<file path="config.mk">
export PLATFORM = sky130hd
export DESIGN_NAME = bpu_update_queue_flat
export DESIGN_NICKNAME = d
export VERILOG_FILES = /design/src/rtl/bpu_update_queue_pkg.sv /design/src/rtl/config_pkg.sv /design/src/rtl/global_config_pkg.sv /design/src/rtl/bpu_update_queue_if.sv /design/src/rtl/bpu_update_compact.sv /design/src/rtl/bpu_update_queue.sv /design/src/flat_wrapper.sv
export SDC_FILE = /design/constraint.sdc
export NUM_CORES = 1
export LEC_CHECK = 0
export ABC_CLOCK_PERIOD_IN_PS = 10900
export CAP_MARGIN = 20
export CORE_ASPECT_RATIO = 0.8
export CORE_MARGIN = 2
export CORE_UTILIZATION = 45
export CTS_BUF_LIST = sky130_fd_sc_hd__clkbuf_8 sky130_fd_sc_hd__clkbuf_16
export DETAILED_ROUTE_END_ITERATION = 6
export GPL_TIMING_DRIVEN = 0
export PLACE_DENSITY = 0.73
export SYNTH_ARGS = -nofsm -noshare
export SYNTH_HDL_FRONTEND = slang
export SYNTH_SLANG_ARGS = --single-unit
export TNS_END_PERCENT = 10
</file>
<file path="constraint.sdc">
create_clock -name clk_i -period 10.9 [get_ports clk_i]
set_input_delay 2.18 -clock clk_i [delete_from_list [all_inputs] [get_ports clk_i]]
set_output_delay 2.18 -clock clk_i [all_outputs]
set_load 0.02 [all_outputs]
</file>
<file path="src/rtl/bpu_update_queue_pkg.sv">
// Local constants and helpers for the BPU update queue.
// drop_sat_add: 16-bit add that sticks at all-ones instead of wrapping.
package bpu_update_queue_pkg;

  localparam int unsigned DropCntW = 16;

  function automatic logic [DropCntW-1:0] drop_sat_add(input logic [DropCntW-1:0] cnt,
                                                       input logic [DropCntW-1:0] inc);
    logic [DropCntW:0] sum;
    sum = {1'b0, cnt} + {1'b0, inc};
    return sum[DropCntW] ? '1 : sum[DropCntW-1:0];
  endfunction

endpackage

</file>
<file path="src/rtl/config_pkg.sv">
// Core-level configuration record shared by the front-end blocks.
// cfg_t carries the retire width (NRET), physical address width (PLEN) and
// instruction width (ILEN). EmptyCfg is the default configuration used when
// a block is instantiated without an explicit core configuration.
package config_pkg;

  localparam int unsigned DefaultPlen = 32;

  typedef struct packed {
    int unsigned NRET;
    int unsigned PLEN;
    int unsigned ILEN;
  } cfg_t;

  localparam cfg_t EmptyCfg = '{NRET: 2, PLEN: DefaultPlen, ILEN: 32};

endpackage

</file>
<file path="src/rtl/global_config_pkg.sv">
// Types shared between the commit stage and the branch predictor.
// bpu_update_t is one resolved control-transfer record as consumed by the
// BPU update port. Its address width follows the default core PLEN, so any
// core configuration using this record must keep PLEN at that value.
package global_config_pkg;

  localparam int unsigned UpdPlen = config_pkg::DefaultPlen;

  typedef struct packed {
    logic [UpdPlen-1:0] pc;
    logic [UpdPlen-1:0] target;
    logic               is_cond;
    logic               taken;
    logic               is_call;
    logic               is_ret;
  } bpu_update_t;

endpackage

</file>
<file path="src/rtl/bpu_update_queue_if.sv">
// BPU update bus: one record per cycle, no backpressure.
//   valid : entry carries a live update
//   entry : head record of the update queue (all zero when not valid)
// master = update queue side, slave = branch predictor side.
interface bpu_update_queue_if;
  import global_config_pkg::*;

  logic        valid;
  bpu_update_t entry;

  modport master (output valid, entry);
  modport slave  (input  valid, entry);
endinterface

</file>
<file path="src/rtl/bpu_update_compact.sv">
// Packs the eligible retire slots (valid && control-transfer) into a dense
// list, lowest slot index first.
//   valid_i/is_ctrl_i/is_*_i/taken_i : per-slot retire flags
//   pc_i/target_i                    : per-slot PC and resolved target
//   entries_o                        : packed records, entries_o[0] first
//   n_o                              : number of valid records in entries_o
module bpu_update_compact
  import global_config_pkg::*;
#(
  parameter int unsigned NRET = 2,
  parameter int unsigned NW   = $clog2(NRET + 1)
) (
  input  logic [NRET-1:0]              valid_i,
  input  logic [NRET-1:0]              is_ctrl_i,
  input  logic [NRET-1:0]              is_cond_i,
  input  logic [NRET-1:0]              taken_i,
  input  logic [NRET-1:0]              is_call_i,
  input  logic [NRET-1:0]              is_ret_i,
  input  logic [NRET-1:0][UpdPlen-1:0] pc_i,
  input  logic [NRET-1:0][UpdPlen-1:0] target_i,
  output bpu_update_t [NRET-1:0]       entries_o,
  output logic [NW-1:0]                n_o
);

  logic [NRET-1:0] elig;
  logic [NW-1:0]   pos [NRET];  // destination index of each slot
  logic [NW-1:0]   run;

  assign elig = valid_i & is_ctrl_i;

  // Exclusive prefix count of eligible slots gives each slot its output position.
  always_comb begin
    // NOTE: every variable gets a default before any conditional write so no latch is inferred.
    run = '0;
    for (int i = 0; i < NRET; i++) begin
      pos[i] = run;
      if (elig[i]) run = run + NW'(1);
    end
  end

  assign n_o = run;

  always_comb begin
    entries_o = '0;
    for (int j = 0; j < NRET; j++) begin
      for (int i = 0; i < NRET; i++) begin
        if (elig[i] && pos[i] == NW'(j)) begin
          entries_o[j] = '{pc: pc_i[i], target: target_i[i], is_cond: is_cond_i[i],
                           taken: taken_i[i], is_call: is_call_i[i], is_ret: is_ret_i[i]};
        end
      end
    end
  end

endmodule

</file>
<file path="src/rtl/bpu_update_queue.sv">
// Decouples retire from the branch predictor: resolved control transfers
// from up to NRET retire slots per cycle are queued and replayed to the BPU
// one per cycle. A retire group that does not fit is dropped as a whole and
// counted.
//   clk_i, rst_ni        : clock, async active-low reset
//   commit_*_i           : per-slot retire information
//   update_*_o           : head record (zero when empty); update_valid_o = non-empty
//   upd_if               : same head record as a bundled bus for the BPU
//   ready_o              : at least NRET entries free this cycle (advisory)
//   count_o              : occupancy
//   drop_cnt_o           : saturating count of dropped updates
module bpu_update_queue
  import global_config_pkg::*;
  import bpu_update_queue_pkg::*;
#(
  parameter config_pkg::cfg_t Cfg   = config_pkg::EmptyCfg,
  parameter int unsigned      DEPTH = 8
) (
  input  logic                               clk_i,
  input  logic                               rst_ni,
  input  logic [Cfg.NRET-1:0]                commit_valid_i,
  input  logic [Cfg.NRET-1:0]                commit_is_ctrl_i,
  input  logic [Cfg.NRET-1:0]                commit_is_cond_i,
  input  logic [Cfg.NRET-1:0]                commit_taken_i,
  input  logic [Cfg.NRET-1:0]                commit_is_call_i,
  input  logic [Cfg.NRET-1:0]                commit_is_ret_i,
  input  logic [Cfg.NRET-1:0][Cfg.PLEN-1:0]  commit_pc_i,
  input  logic [Cfg.NRET-1:0][Cfg.PLEN-1:0]  commit_target_i,
  output logic                               update_valid_o,
  output logic [Cfg.PLEN-1:0]                update_pc_o,
  output logic [Cfg.PLEN-1:0]                update_target_o,
  output logic                               update_is_cond_o,
  output logic                               update_taken_o,
  output logic                               update_is_call_o,
  output logic                               update_is_ret_o,
  output logic                               ready_o,
  output logic [$clog2(DEPTH+1)-1:0]         count_o,
  output logic [DropCntW-1:0]                drop_cnt_o,
  bpu_update_queue_if.master                 upd_if
);

  localparam int unsigned NRET = Cfg.NRET;
  localparam int unsigned IdxW = $clog2(DEPTH);
  localparam int unsigned PtrW = IdxW + 1;  // extra MSB separates full from empty
  localparam int unsigned CntW = $clog2(DEPTH + 1);
  localparam int unsigned NW   = $clog2(NRET + 1);

  bpu_update_t            mem_q [DEPTH];
  logic [PtrW-1:0]        head_q, head_d, tail_q, tail_d;
  logic [DropCntW-1:0]    drop_q, drop_d;
  bpu_update_t [NRET-1:0] entries;
  logic [NW-1:0]          n_elig;
  logic [PtrW-1:0]        occ;
  logic [PtrW:0]          free;
  logic                   empty, pop, accept;
  logic [NRET-1:0]        wr_en;
  logic [IdxW-1:0]        wr_idx [NRET];
  bpu_update_t            head_entry;

  bpu_update_compact #(.NRET(NRET), .NW(NW)) u_compact (
    .valid_i   (commit_valid_i),
    .is_ctrl_i (commit_is_ctrl_i),
    .is_cond_i (commit_is_cond_i),
    .taken_i   (commit_taken_i),
    .is_call_i (commit_is_call_i),
    .is_ret_i  (commit_is_ret_i),
    .pc_i      (commit_pc_i),
    .target_i  (commit_target_i),
    .entries_o (entries),
    .n_o       (n_elig)
  );

  assign occ    = tail_q - head_q;
  assign empty  = (head_q == tail_q);
  assign pop    = !empty;  // BPU always consumes the head
  // The entry popped this cycle frees its slot for this cycle's push.
  assign free   = (PtrW+1)'(DEPTH) - (PtrW+1)'(occ) + (PtrW+1)'(pop);
  assign accept = ((PtrW+1)'(n_elig) <= free);

  always_comb begin
    head_d = head_q + PtrW'(pop);
    tail_d = tail_q;
    drop_d = drop_q;
    wr_en  = '0;
    for (int i = 0; i < NRET; i++) wr_idx[i] = IdxW'(tail_q + PtrW'(i));
    if (accept) begin
      tail_d = tail_q + PtrW'(n_elig);
      for (int i = 0; i < NRET; i++) wr_en[i] = (NW'(i) < n_elig);
    end else begin
      drop_d = drop_sat_add(drop_q, DropCntW'(n_elig));
    end
  end

  always_ff @(posedge clk_i or negedge rst_ni) begin
    // NOTE: state registers use non-blocking assignment so all flops update from pre-edge values.
    if (!rst_ni) begin
      head_q <= '0;
      tail_q <= '0;
      drop_q <= '0;
    end else begin
      head_q <= head_d;
      tail_q <= tail_d;
      drop_q <= drop_d;
    end
  end

  // NOTE: storage has no reset; the pointers define validity and empty masks the outputs.
  always_ff @(posedge clk_i) begin
    for (int i = 0; i < NRET; i++) begin
      if (wr_en[i]) mem_q[wr_idx[i]] <= entries[i];
    end
  end

  assign head_entry       = empty ? bpu_update_t'('0) : mem_q[head_q[IdxW-1:0]];

  assign update_valid_o   = pop;
  assign update_pc_o      = head_entry.pc;
  assign update_target_o  = head_entry.target;
  assign update_is_cond_o = head_entry.is_cond;
  assign update_taken_o   = head_entry.taken;
  assign update_is_call_o = head_entry.is_call;
  assign update_is_ret_o  = head_entry.is_ret;
  assign ready_o          = (free >= (PtrW+1)'(NRET));
  assign count_o          = CntW'(occ);
  assign drop_cnt_o       = drop_q;

  assign upd_if.valid     = pop;
  assign upd_if.entry     = head_entry;

endmodule
</file>
<file path="src/flat_wrapper.sv">
// flat-port wrapper written by rule: the top's interface ports become plain ports
module bpu_update_queue_flat import global_config_pkg::*; import bpu_update_queue_pkg::*;
#(
  parameter config_pkg::cfg_t Cfg   = config_pkg::EmptyCfg,
  parameter int unsigned      DEPTH = 8
)
  (clk_i, rst_ni, commit_valid_i, commit_is_ctrl_i, commit_is_cond_i, commit_taken_i, commit_is_call_i, commit_is_ret_i, commit_pc_i, commit_target_i, update_valid_o, update_pc_o, update_target_o, update_is_cond_o, update_taken_o, update_is_call_o, update_is_ret_o, ready_o, count_o, drop_cnt_o, upd_if_valid, upd_if_entry);
  bpu_update_queue_if upd_if_i ();
  input  logic clk_i;
  input  logic rst_ni;
  input  logic [Cfg.NRET-1:0] commit_valid_i;
  input  logic [Cfg.NRET-1:0] commit_is_ctrl_i;
  input  logic [Cfg.NRET-1:0] commit_is_cond_i;
  input  logic [Cfg.NRET-1:0] commit_taken_i;
  input  logic [Cfg.NRET-1:0] commit_is_call_i;
  input  logic [Cfg.NRET-1:0] commit_is_ret_i;
  input  logic [Cfg.NRET-1:0][Cfg.PLEN-1:0] commit_pc_i;
  input  logic [Cfg.NRET-1:0][Cfg.PLEN-1:0] commit_target_i;
  output logic update_valid_o;
  output logic [Cfg.PLEN-1:0] update_pc_o;
  output logic [Cfg.PLEN-1:0] update_target_o;
  output logic update_is_cond_o;
  output logic update_taken_o;
  output logic update_is_call_o;
  output logic update_is_ret_o;
  output logic ready_o;
  output logic [$clog2(DEPTH+1)-1:0] count_o;
  output logic [DropCntW-1:0] drop_cnt_o;
  output wire logic [$bits(upd_if_i.valid)-1:0] upd_if_valid;
  output wire logic [$bits(upd_if_i.entry)-1:0] upd_if_entry;
  assign upd_if_valid = upd_if_i.valid;
  assign upd_if_entry = upd_if_i.entry;
  bpu_update_queue #(.Cfg(Cfg), .DEPTH(DEPTH)) u_core (.clk_i(clk_i), .rst_ni(rst_ni), .commit_valid_i(commit_valid_i), .commit_is_ctrl_i(commit_is_ctrl_i), .commit_is_cond_i(commit_is_cond_i), .commit_taken_i(commit_taken_i), .commit_is_call_i(commit_is_call_i), .commit_is_ret_i(commit_is_ret_i), .commit_pc_i(commit_pc_i), .commit_target_i(commit_target_i), .update_valid_o(update_valid_o), .update_pc_o(update_pc_o), .update_target_o(update_target_o), .update_is_cond_o(update_is_cond_o), .update_taken_o(update_taken_o), .update_is_call_o(update_is_call_o), .update_is_ret_o(update_is_ret_o), .ready_o(ready_o), .count_o(count_o), .drop_cnt_o(drop_cnt_o), .upd_if(upd_if_i));
endmodule
</file>
# ---- Yosys cells after proc, flatten, opt, wreduce, memory -nomap -nowiden
# Memories as Yosys holds them, arrays and structs flattened.
# Cells that the tools add are included.
# Widths: inputs -> output; s select.
dict set report totals {
  n_memories 1
  regBits 24
  elab_cells 35
  ramBits 544
  output_inout_bits 159
  input_bits 142
}
# memory depth word_bits read_ports rd_ports_with_merged_regs wr line_no
set memory_table {}
lappend memory_table {u_core.mem_q 8 68 1 0 2 bpu_update_queue.sv:48} ;# bpu_update_t mem_q [DEPTH];
dict set report op_classes {
  mux 12
  bitwise 1
  reduce_logical 4
  magnitude_cmp 4
  n_eq_ne 2
  add_sub_neg 8
}
# cell count
set ops {}
lappend ops {{$mux 68} 4}
lappend ops {{$add 16x2->17} 1}
lappend ops {{$mux 16} 1}
lappend ops {{$add 5x1->5} 1}
lappend ops {{$ge 5x2->1 const B} 1}
lappend ops {{$le 2x5->1} 1}
lappend ops {{$mux 1} 5}
lappend ops {{$sub 4x4->5 const A} 1}
lappend ops {{$add 4x1->4} 1}
lappend ops {{$add 4x2->4} 1}
lappend ops {{$eq 4x4->1} 1}
lappend ops {{$lt 1x2->1 const A} 2}
lappend ops {{$mux 2} 2}
lappend ops {{$sub 4x4->4} 1}
lappend ops {{$add 3x1->3 const B} 1}
lappend ops {{$add 2x1->2 const B} 1}
lappend ops {{$and 2x2->2} 1}
lappend ops {{$logic_and 1x1->1} 2}
lappend ops {{$logic_not 2->1} 1}
lappend ops {{$eq 1x1->1 const B} 1}
lappend ops {{$logic_not 1->1} 1}

# ---- Depth between registers and ports, before layout
dict set report depth {
  ltp_word 8
  depth_mapped 21
  mapped_depth_nobuf 15
}

# ---- Cells and area by module
# Synthesis repeated with hierarchy kept, for this count alone.
dict set report hier_totals {
  cells_unflattened 2129
  hier_area_um2 31008.5
}
# mod cells_per_inst instances seq_area_each_um2 area_per_inst_um2
set modules_own_cells {}
lappend modules_own_cells {bpu_update_queue 1812 1 16936.2 29324.4}
lappend modules_own_cells {bpu_update_compact 317 1 0.0 1684.1}

# ---- Least setup slack after synthesis
# No wires, ideal clock.
dict set report synth_path {
  path_type {input port to flip-flop}
  from {input commit_valid_i[0]}
  to {memory u_core.mem_q[3][0] (netlist name), enable pin}
  t_arrival_ps 11216
  setup_time_ps 680
  path_slack_ps -995
  n_path_buf 3
  required_ps 10220
  path_stages 12
  cell_sequence {nand2_1 > clkinv_1 > clkbuf_1 > ha_1 > ha_1 > nor2b_1 > o21ai_0 > nor3_1 > mux2_2 > buf_6 > buf_2 > o41ai_1}
}
# item line_no
set synth_lines {}
lappend synth_lines {{start, declared} flat_wrapper.sv:11} ;# input logic [Cfg.NRET-1:0] commit_valid_i;
lappend synth_lines {{end, declared} bpu_update_queue.sv:48}

==> qor.yml <==
async_flop_share_pct: 4.225
cts-buffers-inserted: 58
power_density_nw_per_um2: 278.3
ir_worst_vdd_v: 0.0002488
h-tree-depth: 2
power.switching_uw: 3840
swShare_pct: 37.53
cpPeakStageDelay_ns: 0.97
yosys.area.top_type: "edfxtp_1"
grt_pass1_wl_mm: 130.6
arrival_ns: 8.98
mostFrequentLayoutCells: "mux2i_1, edfxtp_1, clkdlybuf4s50_1"
cp.required_ns: 11.24
min_path_type: "reg2reg"
critPathMaxFanout: 10
synth.cell_area_um2: 29910
crit_type: "reg2reg"
max_clock_freq_ghz: 0.1156
syn_area_per_cell_um2: 14.10
placed_cells: 3340
final_max_slew_viol_count: 0
ys_seq_area_share_pct: 56.62
yosysTopAreaCellShare_pct: 54.61
die_w_um: 292.3
synth_cell_types: 44
grt_overflow: 0
rrSetupSlack_ns: 2.25
tritoncts: "built"
hold_viol_final: 0
area_growth_pct: 22.95
firstDrtPassIters: 5
fp.dieH_um: 234.6
grt_pass1_vias: 20760
worstHoldStart: "u_core.head_q[0]"
cp-start-kind: "flip-flop"
ant_nets: 0
antenna_found_initial: 1
synth-seq-cells: 568
min_to: "u_core.head_q[0]"
ios: 301
hold_depth: 1
crit_top_cell: "buf_4"
cts_hold_buf: 0
cts_max_path_buffers: 3
rows: 84
whs_ns: 0.5322
period_share_pct: 79.35
cp_slowest_cell: "o41ai_2"
rr_endpoint: "u_core.mem_q[0][25]"
grt_max_degree: 40
drive_gt1_share_pct: 16.79
initial_core_util_pct: 45.54
leakagePower_uw: 0.01522
rsz0062_at_grt: "no"
port_buffers: 300
dp.final_hpwl_mm: 59.81
cts_sinks: 568
drt_wl_total_mm: 88.83
wire_per_inst_um: 25.73
cts-resized-gates: 0
worst_r2r_path_depth: 25
vias: 20460
worst_slew_pin_slew_ns: 1.138
synthCells: 2122
relSlewSlack_pct: 23.28
outcome: "finished, final reports clean"
synth-edff-count: 544
yosysWarnings: 0
synth_nets: 2284
path_delay_family: "buffers and inverters"
design_area_um2: 36780
cts_root_buffer: "clkbuf_16"
p_clk_share_pct: 19.4
via_per_inst: 5.927
postCtsSetupRepairBufs: 0
die_area_um2: 68560
maxCapViolCount: 0
stdcell_count: 3452
critical_path_buf_inv_count: 14
r2r_start: "u_core.head_q[2]"
setup_viol: 0
power.total_uw: 10230
layout_commonest_cell: "mux2i_1"
synthTopCellsByArea: "edfxtp_1, mux2i_1, mux4_2, nand2_1, a21oi_1"
clk_latency_ns: 0.63
core_area_um2: 65690
placed_area_um2: 34830
p_int_uw: 6394
post-route-drc-count: 0
period_minus_slack_ns: 8.649
gp_congestion: 0.8149
final_nets: 2707
fillCellCount: 5197
skew_ns: 0.01754
pwr-share-comb_pct: 51.7
drt_iter0_drc: 2615
clk_pin_slew_ns: 0.06
end_kind: "flip-flop"
synth_flop_cell: "edfxtp_1"
seqPwrFrac_pct: 28.9
track_usage_pct: 25.48
-- state kept, by name, summed over array words and instances, names as in the netlist --
| name | cells |
|---|---|
| u_core.mem_q | 544 |
| u_core.drop_cnt_o | 16 |
| u_core.tail_q | 4 |
| u_core.head_q | 4 |
-- cell type report --
cell class                 count  area, um2  area share, %
timing repair buffer         363       3831          10.42
buffer                       223       1297          3.528
tap                          860       1076          2.926
inverter                      19      71.32         0.1939
sequential                   568      16940          46.05
clock inverter                41      277.8         0.7553
multi-input combinational   1312      11700          31.82
clock buffer                  65       1582          4.300
antenna                        1      2.502       0.006804
-- how the worst max path moves through the flow --
| stage | from | end | slack (ns) | depth (start not counted) |
|---|---|---|---|---|
| 2_1_floorplan | commit_valid_i[0] | u_core.mem_q[0][0] | -0.82 | 11 |
| 3_3_place_gp | u_core.head_q[2] | u_core.mem_q[1][25] | -10.53 | 18 |
| 3_5_place_dp | u_core.head_q[2] | u_core.mem_q[0][25] | 2.44 | 28 |
| 4_1_cts | u_core.head_q[2] | ready_o | 2.39 | 16 |
| 5_1_grt | u_core.head_q[2] | u_core.mem_q[0][24] | 1.99 | 28 |
| 6_report | u_core.head_q[2] | u_core.mem_q[0][25] | 2.25 | 25 |
-- Yosys cell counts, drive strengths merged, types with 4 or more instances --
cell type and count:
o21ai 8, nand4b 4, nor2 78, ha 17, nand3 16, nor3 5, edfxtp 544, a21oi 145
mux2 4, mux4 136, nand2 292, buf 160, o211ai 7, dfrtp 24, nand4 6, clkbuf 63
and3 8, inv 17, mux2i 546, xor2 6, xnor2 4
-- per-stage QoR --
stage / utilization [%] / TNS (ns) / setup slack [ns]
after global routing: 55.99 / 0 / 1.992
after global placement: 51.76 / -3211.34 / -10.53
after CTS: 55.86 / 0 / 2.392
after floorplan: - / -112.16 / -0.8247
after detailed placement: 53.02 / 0 / 2.437
final: 55.99 / 0 / 2.251
-- layer usage --
| layer | global-route usage, % | share of wire (%) | up-vias |
|---|---|---|---|
| met5 | 0 | 0 | - |
| li1 | - | - | 8862 |
| met3 | 4.909 | 9.7 | 188 |
| met4 | 10.23 | 3.8 | 0 |
| met1 | 34.90 | 40 | 10290 |
| met2 | 40.20 | 47 | 1123 |
-- power by group through the flow --
stage | registers (uW) | logic [uW] | clock network (uW)
after global routing | 2990 | 5560 | 2070
after CTS | 2960 | 5280 | 1980
after global placement | 3140 | 5010 | 0
after floorplan | 3040 | 3030 | 0
final | 2960 | 5290 | 1980
after detailed placement | 3010 | 5260 | 0
-- logic make-up after synthesis --
logic type	after synthesis	share of synthesized area, %
compound gates	176	3.150
xor+xnor	10	0.3430
fa+ha+maj	20	0.9119
buf+inv	242	4.576
flops	568	56.62
mux	686	28.70
simple gates	420	5.697
No activity file was read; power rests on OpenSTA's default activity.
